$ cat src/rtl/sqrt_share_arbiter.sv
// Round-robin share of one combinational integer square-root unit between NUM_REQ requesters.
// Optional macro SQRT_ARB_PIPE_EN adds a PIPE state and a second register stage on the results.
module sqrt_share_arbiter #(
  parameter int unsigned NUM_REQ = 4,
  parameter int unsigned RAD_W   = 21,
  parameter int unsigned Q_W     = (RAD_W + 1) / 2,
  parameter int unsigned REM_W   = Q_W + 1,
  parameter int unsigned ID_W    = $clog2(NUM_REQ)
) (
  input  logic                     clk_main,
  input  logic                     sys_rst_n,
  input  logic [NUM_REQ-1:0]       req_valid,
  output logic [NUM_REQ-1:0]       req_ready,
  input  logic [NUM_REQ*RAD_W-1:0] req_radical,
  output logic                     rsp_valid,
  input  logic                     rsp_ready,
  output logic [ID_W-1:0]          rsp_id,
  output logic [Q_W-1:0]           rsp_q,
  output logic [REM_W-1:0]         rsp_rem,
  output logic                     busy
);

  localparam int unsigned RadExtW = 2 * Q_W;
  localparam int unsigned AccW    = REM_W + 2;

  typedef enum logic [1:0] {StIdle, StCalc, StPipe, StResp} state_e;

  state_e           r_state;
  state_e           w_state_nxt;
  logic [ID_W-1:0]  r_rr_ptr;
  logic [ID_W-1:0]  r_id;
  logic [RAD_W-1:0] r_rad;
  logic [ID_W-1:0]  r_rsp_id;
  logic [Q_W-1:0]   r_rsp_q;
  logic [REM_W-1:0] r_rsp_rem;
`ifdef SQRT_ARB_PIPE_EN
  logic [Q_W-1:0]   r_p_q;
  logic [REM_W-1:0] r_p_rem;
`endif

  logic             w_found;
  logic [ID_W-1:0]  w_grant;
  logic             w_accept;
  logic [Q_W-1:0]   w_q;
  logic [REM_W-1:0] w_rem;

  // First valid requester after the last winner, wrapping modulo NUM_REQ.
  always_comb begin
    logic [ID_W-1:0] idx;
    w_found = 1'b0;
    w_grant = '0;
    idx     = '0;
    for (int k = 1; k <= int'(NUM_REQ); k++) begin
      idx = ID_W'((int'(r_rr_ptr) + k) % int'(NUM_REQ));
      if (!w_found && req_valid[idx]) begin
        w_found = 1'b1;
        w_grant = idx;
      end
    end
  end

  // Digit-by-digit restoring square root; the partial remainder never exceeds 2*root.
  always_comb begin
    logic [RadExtW-1:0] rad_ext;
    logic [AccW-1:0]    acc;
    logic [AccW-1:0]    trial;
    logic [Q_W-1:0]     root;
    rad_ext = RadExtW'(r_rad);
    acc     = '0;
    trial   = '0;
    root    = '0;
    for (int i = int'(Q_W) - 1; i >= 0; i--) begin
      acc   = {acc[AccW-3:0], rad_ext[2*i +: 2]};
      trial = AccW'({root, 2'b01});
      if (acc >= trial) begin
        acc  = acc - trial;
        root = {root[Q_W-2:0], 1'b1};
      end else begin
        root = {root[Q_W-2:0], 1'b0};
      end
    end
    w_q   = root;
    w_rem = acc[REM_W-1:0];
  end

  always_ff @(posedge clk_main or negedge sys_rst_n) begin
    if (!sys_rst_n) begin
      r_state <= StIdle;
    end else begin
      r_state <= w_state_nxt;
    end
  end

  always_comb begin
    w_state_nxt = r_state;
    req_ready   = '0;
    w_accept    = 1'b0;
    case (r_state)
      StIdle: begin
        if (w_found) begin
          req_ready   = NUM_REQ'(1) << w_grant;
          w_accept    = 1'b1;
          w_state_nxt = StCalc;
        end
      end
`ifdef SQRT_ARB_PIPE_EN
      StCalc: w_state_nxt = StPipe;
`else
      StCalc: w_state_nxt = StResp;
`endif
      StPipe: w_state_nxt = StResp;
      StResp: begin
        if (rsp_ready) begin
          w_state_nxt = StIdle;
        end
      end
      default: w_state_nxt = StIdle;
    endcase
  end

  always_ff @(posedge clk_main or negedge sys_rst_n) begin
    if (!sys_rst_n) begin
      r_rr_ptr  <= ID_W'(NUM_REQ - 1);
      r_id      <= '0;
      r_rad     <= '0;
      r_rsp_id  <= '0;
      r_rsp_q   <= '0;
      r_rsp_rem <= '0;
`ifdef SQRT_ARB_PIPE_EN
      r_p_q     <= '0;
      r_p_rem   <= '0;
`endif
    end else begin
      if (w_accept) begin
        r_rad    <= req_radical[int'(w_grant)*RAD_W +: RAD_W];
        r_id     <= w_grant;
        r_rr_ptr <= w_grant;
      end
`ifdef SQRT_ARB_PIPE_EN
      if (r_state == StCalc) begin
        r_p_q   <= w_q;
        r_p_rem <= w_rem;
      end
      if (r_state == StPipe) begin
        r_rsp_id  <= r_id;
        r_rsp_q   <= r_p_q;
        r_rsp_rem <= r_p_rem;
      end
`else
      if (r_state == StCalc) begin
        r_rsp_id  <= r_id;
        r_rsp_q   <= w_q;
        r_rsp_rem <= w_rem;
      end
`endif
    end
  end

  assign rsp_valid = (r_state == StResp);
  assign busy      = (r_state != StIdle);
  assign rsp_id    = r_rsp_id;
  assign rsp_q     = r_rsp_q;
  assign rsp_rem   = r_rsp_rem;

endmodule
$ cat config.mk
export PLATFORM = sky130hd
export DESIGN_NAME = sqrt_share_arbiter
export DESIGN_NICKNAME = d
export VERILOG_FILES = /design/src/rtl/sqrt_share_arbiter.sv
export SDC_FILE = /design/constraint.sdc
export NUM_CORES = 1
export LEC_CHECK = 0
export ABC_AREA = 0
export CORE_MARGIN = 2
export CORE_UTILIZATION = 50
export DETAILED_ROUTE_END_ITERATION = 12
export DONT_BUFFER_PORTS = 1
export GPL_ROUTABILITY_DRIVEN = 0
export HOLD_SLACK_MARGIN = 0.1
export PLACE_DENSITY = 0.68
export SYNTH_ARGS = -nofsm -noshare
export SYNTH_HDL_FRONTEND = slang
export SYNTH_SLANG_ARGS = --single-unit
$ cat constraint.sdc
create_clock -name clk_main -period 31.3 [get_ports clk_main]
set_input_delay 3.13 -clock clk_main [delete_from_list [all_inputs] [get_ports clk_main]]
set_output_delay 3.13 -clock clk_main [all_outputs]
set_load 0.005 [all_outputs]
==> run_summary.xml, run 1 <==
<?xml version="1.0" encoding="UTF-8"?>
<metrics>
  <group name="place">
    <metric name="dpl.cell_count" unit="">1364</metric>
    <metric name="io_buffer_count" unit="">0</metric>
    <metric name="detailedPlace.worstSlack" unit="ps">8880</metric>
    <metric name="place_hpwl" unit="mm">20.3</metric>
  </group>
  <group name="critical_path">
    <metric name="critPathKind" unit="">flop to flop</metric>
    <metric name="critical-path-top-delay-family" unit="">simple AND/OR/NAND/NOR gates</metric>
    <metric name="crit_path_top_delay_cell" unit="">nor3_1</metric>
    <metric name="crit_fanout" unit="">25</metric>
    <metric name="endpoint_kind" unit="">flop</metric>
    <metric name="timing.critical_path.buf_inv" unit="">8</metric>
    <metric name="timing.critical_path.from_type" unit="">flop</metric>
    <metric name="timing.critical_path.mode_cell" unit="">ha_1</metric>
    <metric name="worst_ep_required_time" unit="ps">31490</metric>
    <metric name="crit_arrival" unit="ps">23090</metric>
    <metric name="critPathMaxStageDelay" unit="ps">540</metric>
  </group>
  <group name="clock_network">
    <metric name="cts.sink_count" unit="">52</metric>
    <metric name="cts.path.max_buffers" unit="">2</metric>
    <metric name="clkLatencyLatePin" unit="ps">310</metric>
    <metric name="cts-resized-gates" unit="">0</metric>
    <metric name="clk_transition_reported_paths" unit="ps">70</metric>
    <metric name="number_of_levels_in_the_clock_h_tree" unit="">2</metric>
    <metric name="cts_buffers" unit="">5</metric>
    <metric name="cts_setup_buffers" unit="">0</metric>
    <metric name="tritoncts" unit="">yes</metric>
    <metric name="cts-root-buf" unit="">clkbuf_16</metric>
    <metric name="ctsHoldBuffers" unit="">0</metric>
  </group>
  <group name="routing">
    <metric name="drt_iter0_drc" unit="">851</metric>
    <metric name="dr_total_vias" unit="">8677</metric>
    <metric name="wl_per_cell" unit="µm">19.2</metric>
    <metric name="vias_per_cell" unit="">6.32</metric>
    <metric name="route.antenna.remaining_nets" unit="">0</metric>
    <metric name="detail_route.first_pass.iterations" unit="">5</metric>
    <metric name="drcViolationCount" unit="">0</metric>
    <metric name="drt-total-wl" unit="mm">26.3</metric>
  </group>
  <group name="timing">
    <metric name="fmax" unit="GHz">0.0437</metric>
    <metric name="worst-slew-pin-transition" unit="ps">1140</metric>
    <metric name="setup_viol" unit="">0</metric>
    <metric name="number_of_hold_violations_in_the_final_report" unit="">0</metric>
    <metric name="grt_setup_unrepaired" unit="">no</metric>
    <metric name="timing.final.crit_share" unit="">0.732</metric>
    <metric name="slew_violations" unit="">0</metric>
    <metric name="worst_slew_margin_rel" unit="">0.240</metric>
    <metric name="final.setup_skew" unit="ps">9.98</metric>
    <metric name="finalWorstPathRequiredPeriod" unit="ps">22900</metric>
    <metric name="totalNegativeSetupSlack" unit="ps">0</metric>
    <metric name="setup_ws" unit="ps">8400</metric>
  </group>
  <group name="job">
    <metric name="drv_cap" unit="">0</metric>
  </group>
  <group name="hold_path">
    <metric name="worst_hold_path_type" unit="">flop to flop</metric>
  </group>
  <group name="synthesis">
    <metric name="yosys.cell_count.top_type" unit="">nand2_1</metric>
    <metric name="postSynthRegisterBits" unit="">52</metric>
    <metric name="mappedNetlistNets" unit="">1360</metric>
    <metric name="yosysTopAreaCellShare" unit="">0.145</metric>
    <metric name="postSynthCellCount" unit="">1190</metric>
    <metric name="postSynthAreaPerCell" unit="µm²">7.24</metric>
    <metric name="synthesis.area" unit="µm²">8620</metric>
    <metric name="synth.yosys.seq_area_share" unit="">0.151</metric>
    <metric name="synth-warning-count" unit="">0</metric>
    <metric name="synth.cells.most_frequent" unit="">168 x nand2_1, 98 x a21oi_1, 95 x nor2_1, 79 x ha_1, 73 x o21ai_0</metric>
    <metric name="synth_largest_area_cell" unit="">dfrtp_1</metric>
    <metric name="synth_edf_count" unit="">0</metric>
    <metric name="synthTopCellsByArea" unit="">dfrtp_1 15%, ha_1 11%, nand2_1 7.3%</metric>
    <metric name="yosys.cell_types.count" unit="">111</metric>
    <metric name="dominantRegCellSynth" unit="">dfrtp_1</metric>
    <metric name="ys_async_sr_fraction" unit="">1.00</metric>
  </group>
  <group name="die">
    <metric name="core.rowCount" unit="">48</metric>
    <metric name="starting_density_of_the_core" unit="">0.505</metric>
    <metric name="fp.dieW" unit="µm">135</metric>
    <metric name="dieHeight" unit="µm">135</metric>
    <metric name="core_area" unit="µm²">17100</metric>
    <metric name="pin_count" unit="">122</metric>
    <metric name="die_area" unit="µm²">18300</metric>
  </group>
  <group name="global_routing">
    <metric name="grt_pass1_vias" unit="">7949</metric>
    <metric name="grt_pass1_wl" unit="mm">41.9</metric>
    <metric name="track_usage" unit="">0.287</metric>
    <metric name="grt-ovfl-total" unit="">0</metric>
    <metric name="grt_antenna_before_repair" unit="">0</metric>
    <metric name="pin_count_of_the_biggest_net_entering_global_routing" unit="">53</metric>
  </group>
  <group name="finish">
    <metric name="fillers" unit="">1648</metric>
    <metric name="final_layout_size_suffix_gt1_frac" unit="">0.0689</metric>
    <metric name="fin_cells" unit="">1372</metric>
    <metric name="final_layout_net_count" unit="">1316</metric>
    <metric name="layout.core_utilization" unit="">0.521</metric>
    <metric name="antenna_cells" unit="">0</metric>
    <metric name="p_r_area_growth_vs_syn" unit="%">3.11</metric>
  </group>
  <group name="run_status">
    <metric name="outcome" unit="">finished clean</metric>
  </group>
</metrics>
cell usage in the layout (no fill, tap or decap), drive strengths merged, types with 7 or more instances in the layout:
cell type  count
nand2        169
a21oi         99
nor2          97
o21ai         80
ha            79
inv           55
dfrtp         50
nand3         48
xnor2         46
nor3          37
o211ai        32
a21o          22
nand2b        20
xor2          19
mux2          19
nor2b         17
and3          16
mux2i         16
a31oi         16
nor4          15
and2          13
a211o         12
nand4         11
a211oi        11
o21a          10
nor3b          9
o31ai          7
layout make-up:
class                   count  area [µm²]  share of cell area
flip-flops and latches     52        1300               0.147
inverters                  55         209              0.0235
well taps                 225         282              0.0317
clock inverters             2        38.8             0.00437
repair buffers              3        22.5             0.00253
clock buffers               6         139              0.0156
multi-input cells        1029        6890               0.776
worst paths after layout:
kind                                       start                 endpoint  slack [ps]  cells after the start
max                        r_rad[20]$_DFFE_PN0P_  rsp_rem[11]$_DFFE_PN0N_        8400                     90
min reg2reg                  r_id[1]$_DFFE_PN0P_      r_id[1]$_DFFE_PN0P_         490                      2
min                          r_id[1]$_DFFE_PN0P_      r_id[1]$_DFFE_PN0P_         490                      2
max in group asynchronous              sys_rst_n  r_rr_ptr[0]$_DFFE_PN1P_       28590                      0
max reg2reg                r_rad[20]$_DFFE_PN0P_  rsp_rem[11]$_DFFE_PN0N_        8400                     90
min in group asynchronous              sys_rst_n     rsp_q[2]$_DFFE_PN0N_        2510                      0
kinds of logic after synthesis:
family | after synthesis | share of synthesized area
multiplexers | 35 | 0.0447
AO/OA/AOI/OAI | 365 | 0.293
AND/OR/NAND/NOR | 484 | 0.276
adder cells (fa/ha/maj) | 80 | 0.116
XOR/XNOR | 65 | 0.0669
flip-flops | 52 | 0.151
buffers and inverters | 109 | 0.0521
worst reg2reg max path: cells and delay by family, from the launching register on:
kind / cells / cell delay [ps]
simple gates: 39 / 8340
compound gates: 23 / 5490
fa+ha+maj: 10 / 3620
buf+inv: 8 / 2290
mux: 5 / 1450
xor+xnor: 5 / 1190
flops: 1 / 420
layer usage:
layer / GRT usage / routed length [µm]
met3: 0.0513 / 2140
met1: 0.390 / 11700
met5: 0 / 0
met2: 0.468 / 11900
met4: 0.0816 / 527
per-stage QoR:
step                      instance area [µm²]  hold slack [ps]
after floorplan                          8620              444
after global placement                   8710              465
after detailed placement                 8710              472
after CTS                                8880              489
after global routing                     8880              535
final                                    8880              490
state kept, by name, summed over array words and instances (netlist names):
| signal | flops |
|---|---|
| r_state | 2 |
| rsp_rem | 12 |
| rsp_id | 2 |
| r_rad | 21 |
| r_id | 2 |
| rsp_q | 11 |
| r_rr_ptr | 2 |
Power of run 1 is not shown: default switching activity piles up to over one toggle a cycle in this logic, so the estimate is an artifact.
==> run 2, diff against run 1 <==
--- a/config.mk
+++ b/config.mk
@@ -12,7 +12,7 @@
 export DONT_BUFFER_PORTS = 1
 export GPL_ROUTABILITY_DRIVEN = 0
 export HOLD_SLACK_MARGIN = 0.1
-export PLACE_DENSITY = 0.68
+export PLACE_DENSITY = 0.71
 export SYNTH_ARGS = -nofsm -noshare
 export SYNTH_HDL_FRONTEND = slang
 export SYNTH_SLANG_ARGS = --single-unit
==> constraint.sdc (replaced) <==
create_clock -name clk_main -period 20.1 [get_ports clk_main]
set_input_delay 2.01 -clock clk_main [delete_from_list [all_inputs] [get_ports clk_main]]
set_output_delay 2.01 -clock clk_main [all_outputs]
set_load 0.005 [all_outputs]
==> run_summary.xml, run 2 (synthesis gave the netlist of run 1 again) <==
<?xml version="1.0" encoding="UTF-8"?>
<metrics>
  <group name="critical_path">
    <metric name="timing.critical_path.mode_cell" unit="">ha_1</metric>
    <metric name="timing.critical_path.from_type" unit="">flop</metric>
    <metric name="crit_path_top_delay_cell" unit="">or4b_4</metric>
    <metric name="crit_fanout" unit="">20</metric>
    <metric name="timing.critical_path.buf_inv" unit="">10</metric>
    <metric name="endpoint_kind" unit="">flop</metric>
    <metric name="crit_arrival" unit="ps">19250</metric>
    <metric name="worst_ep_required_time" unit="ps">20300</metric>
    <metric name="critical-path-top-delay-family" unit="">compound AO/OA/AOI/OAI gates</metric>
    <metric name="critPathKind" unit="">flop to flop</metric>
    <metric name="critPathMaxStageDelay" unit="ps">550</metric>
  </group>
  <group name="finish">
    <metric name="final_layout_size_suffix_gt1_frac" unit="">0.112</metric>
    <metric name="largest_register" unit="">r_rad</metric>
    <metric name="fillers" unit="">1642</metric>
    <metric name="final_layout_net_count" unit="">1354</metric>
    <metric name="finish.instance_area" unit="µm²">9260</metric>
    <metric name="multiInputGateArea" unit="µm²">6980</metric>
    <metric name="layout.cells.most_common" unit="">nand2_1</metric>
    <metric name="p_r_area_growth_vs_syn" unit="%">7.42</metric>
    <metric name="final_cell_mix" unit="">167 x nand2_1, 94 x nor2_1, 94 x a21oi_1</metric>
    <metric name="largest_register_ffs" unit="">21</metric>
    <metric name="ff_latch_area" unit="µm²">1310</metric>
    <metric name="antenna_cells" unit="">0</metric>
  </group>
  <group name="clock_network">
    <metric name="tritoncts" unit="">yes</metric>
    <metric name="clkLatencyLatePin" unit="ps">300</metric>
    <metric name="cts_buffers" unit="">5</metric>
    <metric name="ctsHoldBuffers" unit="">0</metric>
    <metric name="cts-root-buf" unit="">clkbuf_16</metric>
    <metric name="clk_transition_reported_paths" unit="ps">70</metric>
    <metric name="cts.sink_count" unit="">52</metric>
    <metric name="number_of_levels_in_the_clock_h_tree" unit="">2</metric>
    <metric name="cts.path.max_buffers" unit="">2</metric>
  </group>
  <group name="routing">
    <metric name="drcViolationCount" unit="">0</metric>
    <metric name="vias_per_cell" unit="">6.42</metric>
    <metric name="detail_route.first_pass.iterations" unit="">6</metric>
    <metric name="dr_total_vias" unit="">9046</metric>
    <metric name="drt-total-wl" unit="mm">26.9</metric>
    <metric name="drt_iter0_drc" unit="">726</metric>
    <metric name="route.antenna.remaining_nets" unit="">0</metric>
    <metric name="wl_per_cell" unit="µm">19.1</metric>
  </group>
  <group name="place">
    <metric name="dp_area" unit="µm²">8920</metric>
    <metric name="io_buffer_count" unit="">0</metric>
    <metric name="place_hpwl" unit="mm">20.6</metric>
  </group>
  <group name="global_routing">
    <metric name="track_usage" unit="">0.287</metric>
    <metric name="grt-busiest-layer" unit="">met2</metric>
    <metric name="grt_antenna_before_repair" unit="">0</metric>
    <metric name="global_route.usage.met3" unit="">0.0434</metric>
    <metric name="grt-ovfl-total" unit="">0</metric>
    <metric name="global_route.usage.met2" unit="">0.483</metric>
    <metric name="met1_usage" unit="">0.380</metric>
    <metric name="grt_pass1_vias" unit="">8256</metric>
    <metric name="pin_count_of_the_biggest_net_entering_global_routing" unit="">53</metric>
    <metric name="grt_pass1_wl" unit="mm">42.5</metric>
  </group>
  <group name="timing">
    <metric name="setup_viol" unit="">0</metric>
    <metric name="slew_violations" unit="">0</metric>
    <metric name="finalWorstPathRequiredPeriod" unit="ps">19050</metric>
    <metric name="hold_slack" unit="ps">506</metric>
    <metric name="fmax" unit="GHz">0.0525</metric>
    <metric name="worst-slew-pin-transition" unit="ps">1120</metric>
    <metric name="worst_slew_margin_rel" unit="">0.251</metric>
    <metric name="timing.final.crit_share" unit="">0.948</metric>
    <metric name="number_of_hold_violations_in_the_final_report" unit="">0</metric>
    <metric name="final.setup_skew" unit="ps">6.95</metric>
  </group>
  <group name="job">
    <metric name="drv_cap" unit="">0</metric>
  </group>
  <group name="hold_path">
    <metric name="worst_hold_path_type" unit="">flop to flop</metric>
  </group>
  <group name="die">
    <metric name="fp.dieW" unit="µm">135</metric>
    <metric name="starting_density_of_the_core" unit="">0.505</metric>
    <metric name="die_area" unit="µm²">18300</metric>
    <metric name="core.rowCount" unit="">48</metric>
    <metric name="dieHeight" unit="µm">135</metric>
    <metric name="core_area" unit="µm²">17100</metric>
    <metric name="pin_count" unit="">122</metric>
  </group>
  <group name="run_status">
    <metric name="outcome" unit="">finished clean</metric>
  </group>
</metrics>
run 2: cell count changes in the layout (fill, tap and decap cells not counted), moves of 2 or more:
cell	before	now
a21oi_2	1	4
buf_12	0	2
a21oi_1	97	94
o21ai_1	6	10
ha_1	78	73
buf_4	3	37
o21ai_0	73	69
ha_2	1	6
run 2: cell type report:
type / instances / share of cell area
clock buffers: 6 / 0.0150
clock inverters: 2 / 0.00149
inverters: 55 / 0.0226
multi-input cells: 1030 / 0.754
flip-flops and latches: 52 / 0.141
well taps: 225 / 0.0304
repair buffers: 40 / 0.0356
run 2: per-stage QoR:
stage                     setup TNS (ps)   util  setup WS, ps  std cells
after detailed placement               0  0.523          22.5       1391
after floorplan                        0      -           134       1190
after CTS                              0  0.534          65.0       1402
final                                  0  0.543          1050       1410
after global placement                 0  0.523           529       1391
after global routing                -598  0.543          -170       1410
run 2: worst min-delay path: cells and delay by family (launching register included):
family / cells / cell delay, ps
flops: 1 / 360
simple gates: 1 / 50
compound gates: 1 / 60
run 2: worst paths after layout:
check                                 startpoint                      end  slack [ps]  depth (start not counted)
min reg2reg                  r_id[1]$_DFFE_PN0P_      r_id[1]$_DFFE_PN0P_         510                          2
max reg2reg                r_rad[19]$_DFFE_PN0P_   rsp_rem[2]$_DFFE_PN0N_        1050                         93
min                          r_id[1]$_DFFE_PN0P_      r_id[1]$_DFFE_PN0P_         510                          2
max                        r_rad[19]$_DFFE_PN0P_   rsp_rem[2]$_DFFE_PN0N_        1050                         93
max in group asynchronous              sys_rst_n  r_rr_ptr[0]$_DFFE_PN1P_       18510                          0
min in group asynchronous              sys_rst_n   rsp_rem[6]$_DFFE_PN0N_        1400                          0
run 2: per-layer routing:
layer  up-vias  wire length [µm]
met2       461             12400
met1      4163             11500
met5         -                 0
met4         0               780
met3        70              2200
li1       4352                 -
run 2: what timing repair did:
action | 4_1_cts | 5_1_grt
gates resized for setup | 0 | 26
pin swaps | 1 | 6
buffers inserted | 3 | 7
setup endpoints to repair | 2 | 13
cloned | 0 | 1
Power of run 2 is left out for the same reason.
==> run 3, diff against run 2 <==
--- a/config.mk
+++ b/config.mk
@@ -6,13 +6,15 @@
 export NUM_CORES = 1
 export LEC_CHECK = 0
 export ABC_AREA = 0
+export BUFFER_PORTS_ARGS = -buffer_cell sky130_fd_sc_hd__buf_2
+export CELL_PAD_IN_SITES_DETAIL_PLACEMENT = 2
+export CELL_PAD_IN_SITES_GLOBAL_PLACEMENT = 2
 export CORE_MARGIN = 2
-export CORE_UTILIZATION = 50
+export CORE_UTILIZATION = 31
 export DETAILED_ROUTE_END_ITERATION = 12
-export DONT_BUFFER_PORTS = 1
 export GPL_ROUTABILITY_DRIVEN = 0
 export HOLD_SLACK_MARGIN = 0.1
-export PLACE_DENSITY = 0.71
+export PLACE_DENSITY = 0.83
 export SYNTH_ARGS = -nofsm -noshare
 export SYNTH_HDL_FRONTEND = slang
 export SYNTH_SLANG_ARGS = --single-unit
==> run_summary.xml, run 3 (synthesis gave the netlist of run 1 again) <==
<?xml version="1.0" encoding="UTF-8"?>
<metrics>
  <group name="critical_path">
    <metric name="worst_ep_required_time" unit="ps">20300</metric>
    <metric name="endpoint_kind" unit="">flop</metric>
    <metric name="crit_fanout" unit="">20</metric>
    <metric name="critPathKind" unit="">flop to flop</metric>
    <metric name="crit_arrival" unit="ps">20190</metric>
    <metric name="timing.critical_path.from_type" unit="">flop</metric>
    <metric name="timing.critical_path.buf_inv" unit="">12</metric>
    <metric name="timing.critical_path.mode_cell" unit="">ha_2</metric>
    <metric name="critPathMaxStageDelay" unit="ps">550</metric>
    <metric name="critical-path-top-delay-family" unit="">compound AO/OA/AOI/OAI gates</metric>
    <metric name="crit_path_top_delay_cell" unit="">or4b_4</metric>
  </group>
  <group name="clock_network">
    <metric name="tritoncts" unit="">yes</metric>
    <metric name="cts.path.max_buffers" unit="">2</metric>
    <metric name="clk_transition_reported_paths" unit="ps">80</metric>
    <metric name="cts-root-buf" unit="">clkbuf_16</metric>
    <metric name="cts_buffers" unit="">5</metric>
    <metric name="clkLatencyLatePin" unit="ps">310</metric>
    <metric name="number_of_levels_in_the_clock_h_tree" unit="">2</metric>
    <metric name="cts.sink_count" unit="">52</metric>
  </group>
  <group name="global_routing">
    <metric name="grt-ovfl-total" unit="">0</metric>
    <metric name="track_usage" unit="">0.258</metric>
    <metric name="pin_count_of_the_biggest_net_entering_global_routing" unit="">53</metric>
    <metric name="grt_antenna_before_repair" unit="">0</metric>
    <metric name="grt_pass1_wl" unit="mm">59.3</metric>
    <metric name="grt_pass1_vias" unit="">10508</metric>
  </group>
  <group name="routing">
    <metric name="route.antenna.remaining_nets" unit="">0</metric>
    <metric name="wl_per_cell" unit="µm">24.2</metric>
    <metric name="drcViolationCount" unit="">0</metric>
    <metric name="drt_iter0_drc" unit="">573</metric>
    <metric name="vias_per_cell" unit="">6.00</metric>
    <metric name="drt-total-wl" unit="mm">41.1</metric>
    <metric name="dr_total_vias" unit="">10197</metric>
    <metric name="detail_route.first_pass.iterations" unit="">5</metric>
  </group>
  <group name="timing">
    <metric name="finalWorstPathRequiredPeriod" unit="ps">19990</metric>
    <metric name="setup_viol" unit="">0</metric>
    <metric name="totalNegativeSetupSlack" unit="ps">0</metric>
    <metric name="fmax" unit="GHz">0.0500</metric>
    <metric name="final.setup_skew" unit="ps">13.3</metric>
    <metric name="timing.final.crit_share" unit="">0.995</metric>
    <metric name="hold_slack" unit="ps">540</metric>
    <metric name="number_of_hold_violations_in_the_final_report" unit="">0</metric>
    <metric name="slew_violations" unit="">0</metric>
    <metric name="worst-slew-pin-transition" unit="ps">950</metric>
    <metric name="worst_slew_margin_rel" unit="">0.367</metric>
  </group>
  <group name="finish">
    <metric name="fin_cells" unit="">1700</metric>
    <metric name="largest_register" unit="">r_rad</metric>
    <metric name="final_layout_net_count" unit="">1491</metric>
    <metric name="layout.cells.most_common" unit="">nand2_1</metric>
    <metric name="multiInputGateArea" unit="µm²">7130</metric>
    <metric name="ff_latch_area" unit="µm²">1310</metric>
    <metric name="antenna_cells" unit="">0</metric>
    <metric name="fillers" unit="">3253</metric>
    <metric name="p_r_area_growth_vs_syn" unit="%">19.6</metric>
    <metric name="largest_register_ffs" unit="">21</metric>
    <metric name="final_layout_size_suffix_gt1_frac" unit="">0.231</metric>
    <metric name="final_cell_mix" unit="">167 x nand2_1, 121 x buf_2, 93 x nor2_1</metric>
  </group>
  <group name="place">
    <metric name="io_buffer_count" unit="">121</metric>
    <metric name="place_hpwl" unit="mm">29.5</metric>
    <metric name="dpl.cell_count" unit="">1672</metric>
  </group>
  <group name="die">
    <metric name="fp.dieW" unit="µm">171</metric>
    <metric name="starting_density_of_the_core" unit="">0.313</metric>
    <metric name="pin_count" unit="">122</metric>
    <metric name="core.rowCount" unit="">61</metric>
    <metric name="die_area" unit="µm²">29100</metric>
    <metric name="core_area" unit="µm²">27600</metric>
    <metric name="dieHeight" unit="µm">171</metric>
  </group>
  <group name="run_status">
    <metric name="outcome" unit="">finished clean</metric>
  </group>
  <group name="job">
    <metric name="drv_cap" unit="">0</metric>
  </group>
  <group name="hold_path">
    <metric name="worst_hold_path_type" unit="">flop to flop</metric>
  </group>
</metrics>
run 3: what timing repair did:
item                       in CTS  in global routing
resized for setup               8                 61
hold buffers                    0                  0
pin swaps                       1                 13
gates cloned                    0                  0
setup endpoints to repair      13                 13
buffers inserted                2                 18
run 3: area by class of cell:
class	count	share of cell area
clock buffer	5	0.0121
tap	378	0.0459
clock inverter	3	0.00182
multi-input combinational	1029	0.691
timing repair buffer	178	0.101
sequential	52	0.127
inverter	55	0.0205
run 3: routing by layer:
metal  global-route usage  up-vias  part of all wire
met4               0.0855        0             0.035
met1                0.322     5182              0.43
li1                     -     4599                 -
met2                0.458      331              0.50
met5                    0        -                 0
met3               0.0296       85             0.045
run 3: path summary, 6_finish.rpt:
path | endpoint | slack, ps | start | cells past startpoint
min in group asynchronous | rsp_q[2]$_DFFE_PN0N_ | 1830 | sys_rst_n | 2
setup reg to reg | rsp_rem[2]$_DFFE_PN0N_ | 110 | r_rad[19]$_DFFE_PN0P_ | 94
hold / removal | rsp_id[1]$_DFFE_PN0N_ | 540 | rsp_id[1]$_DFFE_PN0N_ | 1
max in group asynchronous | r_rad[18]$_DFFE_PN0P_ | 17730 | sys_rst_n | 2
setup / recovery | rsp_rem[2]$_DFFE_PN0N_ | 110 | r_rad[19]$_DFFE_PN0P_ | 94
hold reg to reg | rsp_id[1]$_DFFE_PN0N_ | 540 | rsp_id[1]$_DFFE_PN0N_ | 1
run 3: metrics by stage:
stage | utilization | instance area (µm²) | setup slack, ps
2_1_floorplan | - | 8620 | 134
3_3_place_gp | 0.355 | 9770 | 485
3_5_place_dp | 0.355 | 9770 | -637
4_1_cts | 0.362 | 9960 | 61.2
5_1_grt | 0.374 | 10300 | -914
6_report | 0.374 | 10300 | 110
Power of run 3 is left out for the same reason.
